--- src/rtl/assoc_buffer_lru.sv ---
// Fully associative key->data buffer with round-robin replacement.
// Option: ASSOC_BUFFER_SATURATE_EN makes INCR saturate instead of wrap.
module assoc_buffer_lru #(
    parameter int KEY_WIDTH  = 2,
    parameter int DATA_WIDTH = 4,
    parameter int DEPTH      = 4
) (
    input  logic                         clk,
    input  logic                         rst,
    input  logic [2:0]                   ctrl,
    input  logic [KEY_WIDTH-1:0]         key,
    input  logic [DATA_WIDTH-1:0]        data_input,
    output logic [DATA_WIDTH-1:0]        data_output,
    output logic                         valid,
    output logic                         evicted,
    output logic [$clog2(DEPTH+1)-1:0]   count,
    output logic                         full
);

    localparam int CW = $clog2(DEPTH + 1);
    localparam int PW = (DEPTH > 1) ? $clog2(DEPTH) : 1;

    localparam logic [2:0] OP_NOP   = 3'b000;
    localparam logic [2:0] OP_LOAD  = 3'b001;
    localparam logic [2:0] OP_INCR  = 3'b010;
    localparam logic [2:0] OP_READ  = 3'b011;
    localparam logic [2:0] OP_DEL   = 3'b100;
    localparam logic [2:0] OP_CLEAR = 3'b101;

    logic                  r_used [DEPTH];
    logic [KEY_WIDTH-1:0]  r_key  [DEPTH];
    logic [DATA_WIDTH-1:0] r_data [DEPTH];
    logic [PW-1:0]         r_victim;
    logic [DATA_WIDTH-1:0] r_dout;
    logic                  r_valid;
    logic                  r_evicted;
    logic [CW-1:0]         r_count;

    logic                  w_hit;
    logic [PW-1:0]         w_hit_idx;
    logic                  w_free;
    logic [PW-1:0]         w_free_idx;
    logic [DATA_WIDTH-1:0] w_hit_data;
    logic [DATA_WIDTH-1:0] w_inc;
    logic [PW-1:0]         w_victim_nxt;

    // Parallel key compare; unique keys mean at most one slot matches
    always_comb begin
        w_hit     = 1'b0;
        w_hit_idx = '0;
        for (int i = 0; i < DEPTH; i++) begin
            if (r_used[i] && (r_key[i] == key)) begin
                w_hit     = 1'b1;
                w_hit_idx = PW'(i);
            end
        end
    end

    // Lowest-index free slot (scan downwards so the lowest wins)
    always_comb begin
        w_free     = 1'b0;
        w_free_idx = '0;
        for (int i = DEPTH - 1; i >= 0; i--) begin
            if (!r_used[i]) begin
                w_free     = 1'b1;
                w_free_idx = PW'(i);
            end
        end
    end

    // Incremented value of the hit slot, wrapping or saturating
    always_comb begin
        w_hit_data = r_data[w_hit_idx];
`ifdef ASSOC_BUFFER_SATURATE_EN
        if (&w_hit_data) begin
            w_inc = w_hit_data;
        end else begin
            w_inc = w_hit_data + 1'b1;
        end
`else
        w_inc = w_hit_data + 1'b1;
`endif
    end

    // Round-robin victim pointer successor
    always_comb begin
        if (r_victim == PW'(DEPTH - 1)) begin
            w_victim_nxt = '0;
        end else begin
            w_victim_nxt = r_victim + 1'b1;
        end
    end

    // Slot storage, replacement pointer and registered results
    always_ff @(posedge clk) begin
        if (rst) begin
            for (int i = 0; i < DEPTH; i++) begin
                r_used[i] <= 1'b0;
                r_key[i]  <= '0;
                r_data[i] <= '0;
            end
            r_victim  <= '0;
            r_dout    <= '0;
            r_valid   <= 1'b0;
            r_evicted <= 1'b0;
            r_count   <= '0;
        end else begin
            r_dout    <= '0;
            r_valid   <= 1'b0;
            r_evicted <= 1'b0;
            case (ctrl)
                OP_LOAD: begin
                    r_dout  <= data_input;
                    r_valid <= 1'b1;
                    if (w_hit) begin
                        r_data[w_hit_idx] <= data_input;
                    end else if (w_free) begin
                        r_used[w_free_idx] <= 1'b1;
                        r_key[w_free_idx]  <= key;
                        r_data[w_free_idx] <= data_input;
                        r_count            <= r_count + 1'b1;
                    end else begin
                        r_key[r_victim]  <= key;
                        r_data[r_victim] <= data_input;
                        r_evicted        <= 1'b1;
                        r_victim         <= w_victim_nxt;
                    end
                end
                OP_INCR: begin
                    if (w_hit) begin
                        r_data[w_hit_idx] <= w_inc;
                        r_dout            <= w_inc;
                        r_valid           <= 1'b1;
                    end
                end
                OP_READ: begin
                    if (w_hit) begin
                        r_dout  <= w_hit_data;
                        r_valid <= 1'b1;
                    end
                end
                OP_DEL: begin
                    if (w_hit) begin
                        r_used[w_hit_idx] <= 1'b0;
                        r_dout            <= w_hit_data;
                        r_valid           <= 1'b1;
                        r_count           <= r_count - 1'b1;
                    end
                end
                OP_CLEAR: begin
                    for (int i = 0; i < DEPTH; i++) begin
                        r_used[i] <= 1'b0;
                    end
                    r_victim <= '0;
                    r_count  <= '0;
                end
                OP_NOP: begin
                end
                default: begin
                end
            endcase
        end
    end

    assign data_output = r_dout;
    assign valid       = r_valid;
    assign evicted     = r_evicted;
    assign count       = r_count;
    assign full        = (r_count == CW'(DEPTH));

endmodule

--- config.mk ---
export PLATFORM = sky130hd
export DESIGN_NAME = assoc_buffer_lru
export DESIGN_NICKNAME = d
export VERILOG_FILES = /design/src/rtl/assoc_buffer_lru.sv
export SDC_FILE = /design/constraint.sdc
export NUM_CORES = 1
export LEC_CHECK = 0
export BUFFER_PORTS_ARGS = -buffer_cell sky130_fd_sc_hd__clkbuf_2
export CAP_MARGIN = 20
export CORE_AREA = 5 5 72 74
export CTS_CLUSTER_DIAMETER = 60
export DETAILED_ROUTE_END_ITERATION = 8
export DIE_AREA = 0 0 77 79
export PLACE_DENSITY = 0.72
export SYNTH_ARGS = -nofsm -noshare
export SYNTH_HDL_FRONTEND = slang
export SYNTH_SLANG_ARGS = --single-unit
--- constraint.sdc ---
create_clock -name clk -period 2.6 [get_ports clk]
set_clock_uncertainty 0.1 [all_clocks]
set_input_delay 0.26 -clock clk [delete_from_list [all_inputs] [get_ports clk]]
set_output_delay 0.26 -clock clk [all_outputs]
set_load 0.05 [all_outputs]
# --- Word level (Yosys, flattened, before mapping) ---
# Memory sizes are Yosys's and may differ from the RTL's.
# Index checks and enable logic that the tools add are counted.
word_totals:
  ff_bits: 11
  ramBits: 28
  out_inout_bits: 10
  n_memories: 3
op_classes:
  addsub: 4
  n_eq_ne: 15
  muxes: 78
  bitwise: 5
  n_reduce_logical: 17
memory_table:
  columns: ["name", "depth", "width", "read_ports", "rd_ports_with_merged_regs", "wr", "line_no", "source"]
  rows:
  - ["r_data", 4, 4, 1, 0, 4, "32", "logic [DATA_WIDTH-1:0] r_data [DEPTH];"]
  - ["r_key", 4, 2, 4, 0, 4, "31", "logic [KEY_WIDTH-1:0] r_key [DEPTH];"]
  - ["r_used", 4, 1, 4, 0, 4, "30", "logic r_used [DEPTH];"]
ops:
  columns: ["operator", "n"]
  rows:
  - ["$mux 1", 47]
  - ["$mux 2", 18]
  - ["$mux 4", 6]
  - ["$pmux 4 s3", 1]
  - ["$reduce_or 4->1", 3]
  - ["$eq 3x3->1 const B", 3]
  - ["$mux 3", 3]
  - ["$pmux 3 s3", 1]
  - ["$eq 2x2->1", 4]
  - ["$ne 2x2->1 const B", 4]
  - ["$eq 3x2->1 const B", 2]
  - ["$reduce_or 2->1", 3]
  - ["$or 1x1->1", 5]
  - ["$add 4x1->4 const B", 1]
  - ["$logic_and 1x1->1", 4]
  - ["$pmux 2 s2", 1]
  - ["$reduce_and 4->1", 1]
  - ["$add 3x1->3 const B", 1]
  - ["$eq 3x1->1 const B", 1]
  - ["$reduce_and 3->1", 1]
  - ["$reduce_bool 3->1", 1]
  - ["$reduce_or 3->1", 1]
  - ["$sub 3x1->3 const B", 1]
  - ["$add 2x1->2 const B", 1]
  - ["4 further kinds", 5]

# --- Longest topological paths before layout ---
# Gate-level depths: netlist of run 1.
# An unclocked memory read counts as a cell.
logic_depth:
  ltp_word: 16
  ltp_mapped: 11
  mapped_depth_nobuf: 9

# --- Worst setup path after synthesis of run 1 ---
# OpenSTA, ideal clock, no wires.
synth_path:
  kind: "register to register"
  startpoint: "memory r_key[1][1]"
  endpoint: "memory r_data[2][2], data pin"
  setup_time_ps: 168
  arrival_ps: 2356
  path_slack_ps: -24
  stages_incl_launch_ff: 10
  path_buffers: 0
  period_less_slack_ps: 2624
  cell_sequence: "edfxtp_1 xnor2_2 nand3_2 mux2_4 a222oi_1 inv_1 ha_1 xor2_1 nand2b_1 a211oi_1"
synth_lines:
  columns: ["item", "line_no"]
  rows:
  - ["start, declared", "31"]
  - ["end, declared", "32"]

==> results of run 1 <==
routing by layer:
| metal | track usage (%) | up-vias | part of all wire [%] |
|---|---|---|---|
| li1 | - | 998 | - |
| met4 | 7.73 | 0 | 1.4 |
| met1 | 23.7 | 933 | 46 |
| met2 | 29.0 | 55 | 48 |
| met5 | 0 | - | 0 |
| met3 | 3.51 | 8 | 4.5 |
cell families (layout without fill, tap and decap cells):
kind of cell,count (synthesis),in the layout,share of synthesized area (%)
buffers and inverters,18,80,4.05
flip-flops,39,39,46.4
XOR/XNOR,11,11,4.87
AO/OA/AOI/OAI,63,63,17.9
multiplexers,2,2,1.10
AND/OR/NAND/NOR,102,102,23.7
adder cells (fa/ha/maj),3,3,1.97
synthesized netlist by cell type (4+ instances only):
cell | n | area (um2)
a211oi_1 | 8 | 60.1
a21oi_1 | 20 | 100
and2_1 | 10 | 62.6
and3_1 | 4 | 25.0
dfxtp_1 | 11 | 220
edfxtp_1 | 28 | 841
inv_1 | 10 | 37.5
nand2_1 | 19 | 71.3
nand2b_1 | 7 | 43.8
nand3_1 | 7 | 35.0
nand4_1 | 6 | 37.5
nor2_1 | 26 | 97.6
nor3_1 | 5 | 25.0
o21ai_0 | 12 | 60.1
or2_2 | 4 | 25.0
xnor2_1 | 6 | 52.6
power breakdown:
part | switching, uW | internal, uW | total, uW
clock | 214 | 184 | 397
combinational | 173 | 126 | 299
sequential | 18.6 | 695 | 714
total | 405 | 1000 | 1410
final timing paths:
| path | start | end | slack, ps | cells past startpoint |
|---|---|---|---|---|
| worst max register to register | r_key[1][1]$_SDFFCE_PN0P_ | data_output[2]$_SDFF_PP0_ | 80 | 11 |
| worst min register to register | r_victim[1]$_SDFFE_PP0P_ | r_victim[1]$_SDFFE_PP0P_ | 400 | 2 |
| worst min-delay path | data_input[1] | data_output[1]$_SDFF_PP0_ | 180 | 3 |
| worst max-delay path | r_key[1][1]$_SDFFCE_PN0P_ | data_output[2]$_SDFF_PP0_ | 80 | 11 |
stage by stage:
step | hold slack [ps] | setup slack [ps] | TNS, ps | power [uW] | cell area (um2)
after global placement | 370 | -65.8 | -292 | 988 | 2700
after detailed placement | 387 | -111 | -683 | 990 | 2700
after floorplan | 349 | 4.41 | 0 | 892 | 2280
final | 182 | 77.4 | 0 | 1410 | 2950
after global routing | 184 | -26.6 | -50.9 | 1480 | 2950
after CTS | 157 | 1.23 | 0 | 1390 | 2800
worst max-delay path: stages (launching register included):
cell      delay [ps]
edfxtp_1         440
xnor2_2          210
nand3_2          120
mux2_4           310
a222oi_1         270
buf_4            190
inv_4             40
ha_4             140
xor2_1           150
nand2b_4         190
buf_6            130
a31oi_4          160
registers in the layout (all words and copies together) (netlist names):
name and count:
r_used 4, r_victim 2, data_output 4, count 3
r_key 8, valid 1, r_data 16, evicted 1
final cells by class:
type	count	area (um2)	share of cell area, %
sequential	39	1060	36.0
timing repair buffer	62	419	14.2
tap	54	67.6	2.29
clock inverter	3	15.0	0.509
inverter	10	40.0	1.36
multi-input combinational	181	1280	43.3
clock buffer	5	68.8	2.33
what timing repair did:
| action | in CTS | in global routing |
|---|---|---|
| endpoints found under the setup margin | 9 | 23 |
| pin swaps | 1 | 16 |
| setup buffers | 1 | 1 |
| resized for setup | 1 | 30 |
==> out/metrics.yaml, run 1 <==
end_kind: "register"
stdcell_count: 354
worstMarginPinSlew_ps: 722
yosysSeqAreaShare_pct: 46.4
synth_edf_count: 28
netlist_instances: 238
start_util_pct: 50.4
cap_violations: 0
ys_ff_latch: 39
path_clk_slew_ps: 80
fin_nets: 313
wirelength_mm: 5.37
cp_max_fo: 5
drtIter0Drc: 83
powerDensity_nw_per_um2: 478
h-tree-depth: 2
postLayoutCoreUtil_pct: 65.0
synth_flop_cell: "edfxtp_1"
final_common_cell: "buf_4"
required_ps: 2730
period_share_pct: 97.0
hp-class: "input pin to register"
clk_latency_ps: 290
clk_path_buf_depth: 2
synth-async-reset-ratio_pct: 0
grt_pass1_vias: 1838
setup_viol: 0
fp.dieH_um: 79
syn-num-nets: 252
min_period_ps: 2520
drc: 0
cts-root-buf: "clkbuf_8"
gp_congestion: 0.881
grt_remaining_overflow: 0
grt_pass1_wl_mm: 8.66
netlist_area_um2: 2280
dr_total_vias: 1994
cts_sinks: 39
core_um2: 4540
numCtsBuffers: 5
dp_hpwl_mm: 4.05
dp_cells: 344
grt_max_degree: 23
drive_gt1_share_pct: 35.7
track_usage_pct: 18.0
routedWlPerCell_um: 15.2
maxSlewViolCount: 0
hold_violations: 0
top_level_ports: 21
status: "complete, no violations"
worst-setup-path-type: "register to register"
final_cell_mix: "buf_4 (41), edfxtp_1 (28), nor2_1 (24)"
p_leak_uw: 0.00117
start_kind: "register"
antenna_left: 0
arrival_ps: 2650
synth_warnings: 0
via_per_inst: 5.63
synth.distinct_cells: 51
syn_to_final_growth_pct: 29.1
io_buffers: 20
std_cell_rows: 25
tritoncts: "yes"
fmax_mhz: 396
n_antenna_cell: 0
fp.dieW_um: 77
syn_area_per_cell_um2: 9.60
cts_hold_buf: 0
dieArea_um2: 6080
max_slew_margin_pct: 51.3
ir_worst_vdd_uv: 340
antenna_found_initial: 0
drt-pass1-iter-count: 4
fill_cells: 359
Note: power is estimated with default switching activity, not from simulation.
==> run 2: changes to the inputs <==
- CELL_PAD_IN_SITES_DETAIL_PLACEMENT: unset -> 0
- CELL_PAD_IN_SITES_GLOBAL_PLACEMENT: unset -> 1
- CORE_AREA: 5 5 72 74 -> 5 5 81 83
- DIE_AREA: 0 0 77 79 -> 0 0 86 88
- PLACE_DENSITY: 0.72 -> 0.71
- clock period: 2.6 -> 2.1 ns (I/O delays scaled with it)
==> out/metrics.yaml, run 2 (synthesized netlist as in run 1, its figures left out) <==
cp_max_fo: 5
period_share_pct: 121
fp.dieW_um: 86
worst-setup-path-type: "register to register"
end_kind: "register"
routedWlPerCell_um: 15.9
gp_congestion: 0.810
top_level_ports: 21
finalWorstSetupSlack_ps: -437
fp.dieH_um: 88
rsz0062_at_grt: "true"
power_uw: 1970
drtIter0Drc: 83
dp_hpwl_mm: 4.63
powerDensity_nw_per_um2: 533
cts_hold_buf: 0
wirelength_mm: 6.78
io_buffers: 20
via_per_inst: 5.27
antenna_found_initial: 0
path_clk_slew_ps: 90
fmax_mhz: 394
tritoncts: "yes"
status: "complete, but fails checks"
violations: "setup timing"
drt-pass1-iter-count: 4
cts-root-buf: "clkbuf_8"
arrival_ps: 2480
grt_remaining_overflow: 0
worstMarginPinSlew_ps: 486
start_util_pct: 39.5
clk_path_buf_depth: 2
largest_reg_flops: 16
track_usage_pct: 18.1
maxSlewViolCount: 0
cap_violations: 0
reg_top3: "r_data x16, r_key x8"
grt_max_degree: 15
syn_to_final_growth_pct: 61.4
start_kind: "register"
grt_pass1_wl_mm: 10.7
largest-register: "r_data"
final_common_cell: "buf_4"
grt_pass1_vias: 2229
preCtsSetupSlack_ps: -494
final_cell_mix: "buf_4 (79), edfxtp_1 (28), clkbuf_2 (20)"
ir_worst_vdd_uv: 287
clk_latency_ps: 300
p_leak_uw: 0.00149
hp-class: "input pin to register"
n_antenna_cell: 0
max_slew_margin_pct: 67.4
antenna_left: 0
dr_total_vias: 2239
dieArea_um2: 7570
core_um2: 5780
std_cell_rows: 28
drc: 0
min_period_ps: 2540
numCtsBuffers: 5
drive_gt1_share_pct: 57.1
setup_viol: 59
required_ps: 2040
cts_sinks: 39
hold_violations: 0
h-tree-depth: 2
fin_nets: 363
[run 2: cell types whose count changed in the layout (fill, tap and decap cells not counted), sizes merged]
| cell | previous run | this run |
|---|---|---|
| buf | 42 | 92 |
| clkinv | 3 | 0 |
| clkinvlp | 0 | 2 |
| inv | 10 | 11 |
[run 2: timing repair]
item / CTS / global route
endpoints found under the hold margin: 0 / 0
setup endpoints to repair: 63 / 63
buffers inserted: 10 / 10
gates resized for setup: 46 / 51
pin swaps: 34 / 30
[run 2: area by class of cell]
type	count	area, um2
timing repair buffer	112	848
tap	75	93.8
fill	486	2090
clock inverter	3	23.8
inverter	10	40.0
multi-input combinational	181	1550
sequential	39	1060
clock buffer	5	68.8
[run 2: worst paths after layout]
check,start,to,slack (ps),cells after the start
worst min-delay path,data_input[1],data_output[1]$_SDFF_PP0_,110,3
worst min register to register,count[2]$_SDFFE_PP0P_,count[2]$_SDFFE_PP0P_,410,1
worst max register to register,r_key[1][1]$_SDFFCE_PN0P_,r_data[3][3]$_DFFE_PP_,-440,9
worst max-delay path,r_key[1][1]$_SDFFCE_PN0P_,r_data[3][3]$_DFFE_PP_,-440,9
[run 2: metal layers]
metal | part of all wire (%) | global-route usage, % | up-vias
li1 | - | - | 1104
met1 | 44 | 23.6 | 1073
met2 | 51 | 31.1 | 54
met3 | 3.2 | 2.63 | 8
met4 | 1.3 | 5.61 | 0
met5 | 0 | 0 | -
[run 2: power by group]
group / internal [uW] / total (uW) / switching [uW]
clock network: 238 / 547 / 309
registers: 861 / 885 / 24.6
logic: 252 / 534 / 282
[run 2: worst max-delay path, cell delays in order, from the launching register on]
cell and delay [ps]:
edfxtp_1 440, xnor2_2 220, nand3_2 130, buf_4 170, o311a_1 290, a2bb2oi_1 170
buf_4 160, o31a_1 310, o21ai_4 190, a21oi_1 110
[run 2: metrics by stage]
| step | std cells | util (%) | area, um2 | setup TNS [ps] | hold slack (ps) |
|---|---|---|---|---|---|
| 2_1_floorplan | 238 | - | 2350 | -5600 | 304 |
| 3_3_place_gp | 402 | 53.1 | 3070 | -17760 | 379 |
| 3_5_place_dp | 402 | 53.1 | 3070 | -17640 | 385 |
| 4_1_cts | 418 | 59.0 | 3410 | -11590 | 115 |
| 5_1_grt | 425 | 63.8 | 3690 | -21520 | 117 |
| 6_report | 425 | 63.8 | 3690 | -14510 | 114 |
==> run 3: changes to the inputs <==
- BUFFER_PORTS_ARGS: -buffer_cell sky130_fd_sc_hd__clkbuf_2 -> unset
- CORE_AREA: 5 5 81 83 -> 5 5 79 81
- DIE_AREA: 0 0 86 88 -> 0 0 84 86
- DONT_BUFFER_PORTS: unset -> 1
- PLACE_DENSITY: 0.71 -> 0.7
- REMOVE_ABC_BUFFERS: unset -> 1
==> out/metrics.yaml, run 3 (synthesized netlist as in run 1, its figures left out) <==
fp.dieW_um: 84
fin_nets: 334
antenna_found_initial: 0
grt_pass1_vias: 2233
hold_violations: 12
cts_sinks: 39
p_leak_uw: 0.00138
min_path_cells: 1
path_clk_slew_ps: 80
met3_usage_pct: 4.13
cts-root-buf: "clkbuf_8"
start_kind: "register"
dpl_cell_area_um2: 2830
min_to: "valid$_SDFF_PP0_"
powerDensity_nw_per_um2: 545
postLayoutCoreUtil_pct: 65.9
grt_max_degree: 29
track_usage_pct: 19.1
numCtsBuffers: 5
fmax_mhz: 384
reg_top3: "r_data x16, r_key x8"
setup_viol: 56
wirelength_mm: 6.49
hp-class: "input pin to register"
fill_cells: 455
core_um2: 5410
holdCritStartpoint: "rst"
globalRouteMet1Util_pct: 23.7
cap_violations: 0
worstMarginPinSlew_ps: 539
dieArea_um2: 7220
max_slew_margin_pct: 64.0
drt-pass1-iter-count: 4
period_share_pct: 124
dp_cells: 369
std_cell_rows: 27
status: "complete, but fails checks"
ir_worst_vdd_uv: 393
n_antenna_cell: 0
tritoncts: "yes"
maxSlewViolCount: 0
tns_ps: -14720
fp.dieH_um: 86
io_buffers: 0
largest-register: "r_data"
syn_to_final_growth_pct: 55.9
end_kind: "register"
fin_hold_ws_ps: -125
worst-setup-path-type: "register to register"
stdcell_count: 393
rsz0062_at_grt: "true"
r2r-start: "r_key[1][0]$_SDFFCE_PN0P_"
drive_gt1_share_pct: 53.0
final_cell_mix: "buf_4 (68), edfxtp_1 (28), nor2_1 (17)"
gp_congestion: 0.850
required_ps: 2040
h-tree-depth: 2
grt_pass1_wl_mm: 10.9
clk_path_buf_depth: 2
finalWorstSetupSlack_ps: -507
grt_most_used_layer: "met2"
largest_reg_flops: 16
dp_hpwl_mm: 4.49
start_util_pct: 42.3
dr_total_vias: 2089
top_level_ports: 21
r2r_cells: 9
drtIter0Drc: 112
via_per_inst: 5.32
clk_latency_ps: 300
final_common_cell: "buf_4"
routedWlPerCell_um: 16.5
antenna_left: 0
cp_max_fo: 5
reg2reg_slack_ps: -510
drc: 0
arrival_ps: 2550
met2_usage_pct: 32.6
min_period_ps: 2610
violations: "hold timing, setup timing"
stdcell_area_um2: 3560
grt_remaining_overflow: 0
r2r-end: "r_data[0][3]$_SDFFCE_PN0P_"
## run 3: changes by cell type in the layout (fill, tap and decap cells not counted), moves of 3 or more
cell      before  now
buf_4         79   68
nor3_2         5    1
nor3_4         2    5
clkbuf_2      20    0
## run 3: metal layers
metal,vias to the layer above,routed length [um]
li1,1047,-
met1,994,2950
met2,38,3150
met3,10,260
met4,0,129
met5,-,0
## run 3: area by class of cell
cell class | instances | area (um2) | share of cell area, %
Multi-Input combinational cell | 181 | 1590 | 44.5
Clock inverter | 2 | 13.8 | 0.387
Sequential cell | 39 | 1060 | 29.8
Tap cell | 72 | 90.1 | 2.53
Timing Repair Buffer | 83 | 677 | 19.0
Clock buffer | 6 | 93.8 | 2.64
Inverter | 10 | 40.0 | 1.12
## run 3: where the power goes
part	internal [uW]	total, uW	switching (uW)
logic	222	457	235
clock network	306	592	286
registers	861	892	31.7
## run 3: worst max-delay path by stage
stage	to	depth (start not counted)	startpoint
final	r_data[0][3]$_SDFFCE_PN0P_	9	r_key[1][0]$_SDFFCE_PN0P_
after global routing	r_data[2][2]$_SDFFCE_PN0P_	10	r_key[1][0]$_SDFFCE_PN0P_
after CTS	r_data[2][2]$_SDFFCE_PN0P_	10	r_key[1][0]$_SDFFCE_PN0P_
after detailed placement	r_data[2][2]$_SDFFCE_PN0P_	10	r_key[1][0]$_SDFFCE_PN0P_
after global placement	r_used[1]$_SDFFCE_PN0P_	9	r_key[2][0]$_SDFFCE_PN0P_
after floorplan	r_data[2][2]$_SDFFCE_PN0P_	9	r_key[1][1]$_SDFFCE_PN0P_
## run 3: timing repair
item,CTS,global route
buffers inserted,10,7
gates cloned,0,0
endpoints found under the hold margin,15,16
setup endpoints to repair,63,60
pin swaps,40,24
hold buffers,1,1
resized for setup,85,33
## run 3: worst max-delay path, cell delays in order (launching register included)
cell,delay (ps)
edfxtp_1,430
xnor2_2,210
nand3_2,130
buf_4,170
o311a_1,280
a2bb2oi_1,170
buf_4,150
o31a_1,280
o21ai_2,280
a211oi_1,130
## run 3: metrics by stage
| stage | total power, uW | setup slack (ps) |
|---|---|---|
| floorplan | 1080 | -524 |
| CTS | 1920 | -459 |
| finish | 1940 | -507 |
| global route | 2050 | -648 |
| global placement | 1230 | -522 |
| detailed placement | 1240 | -624 |
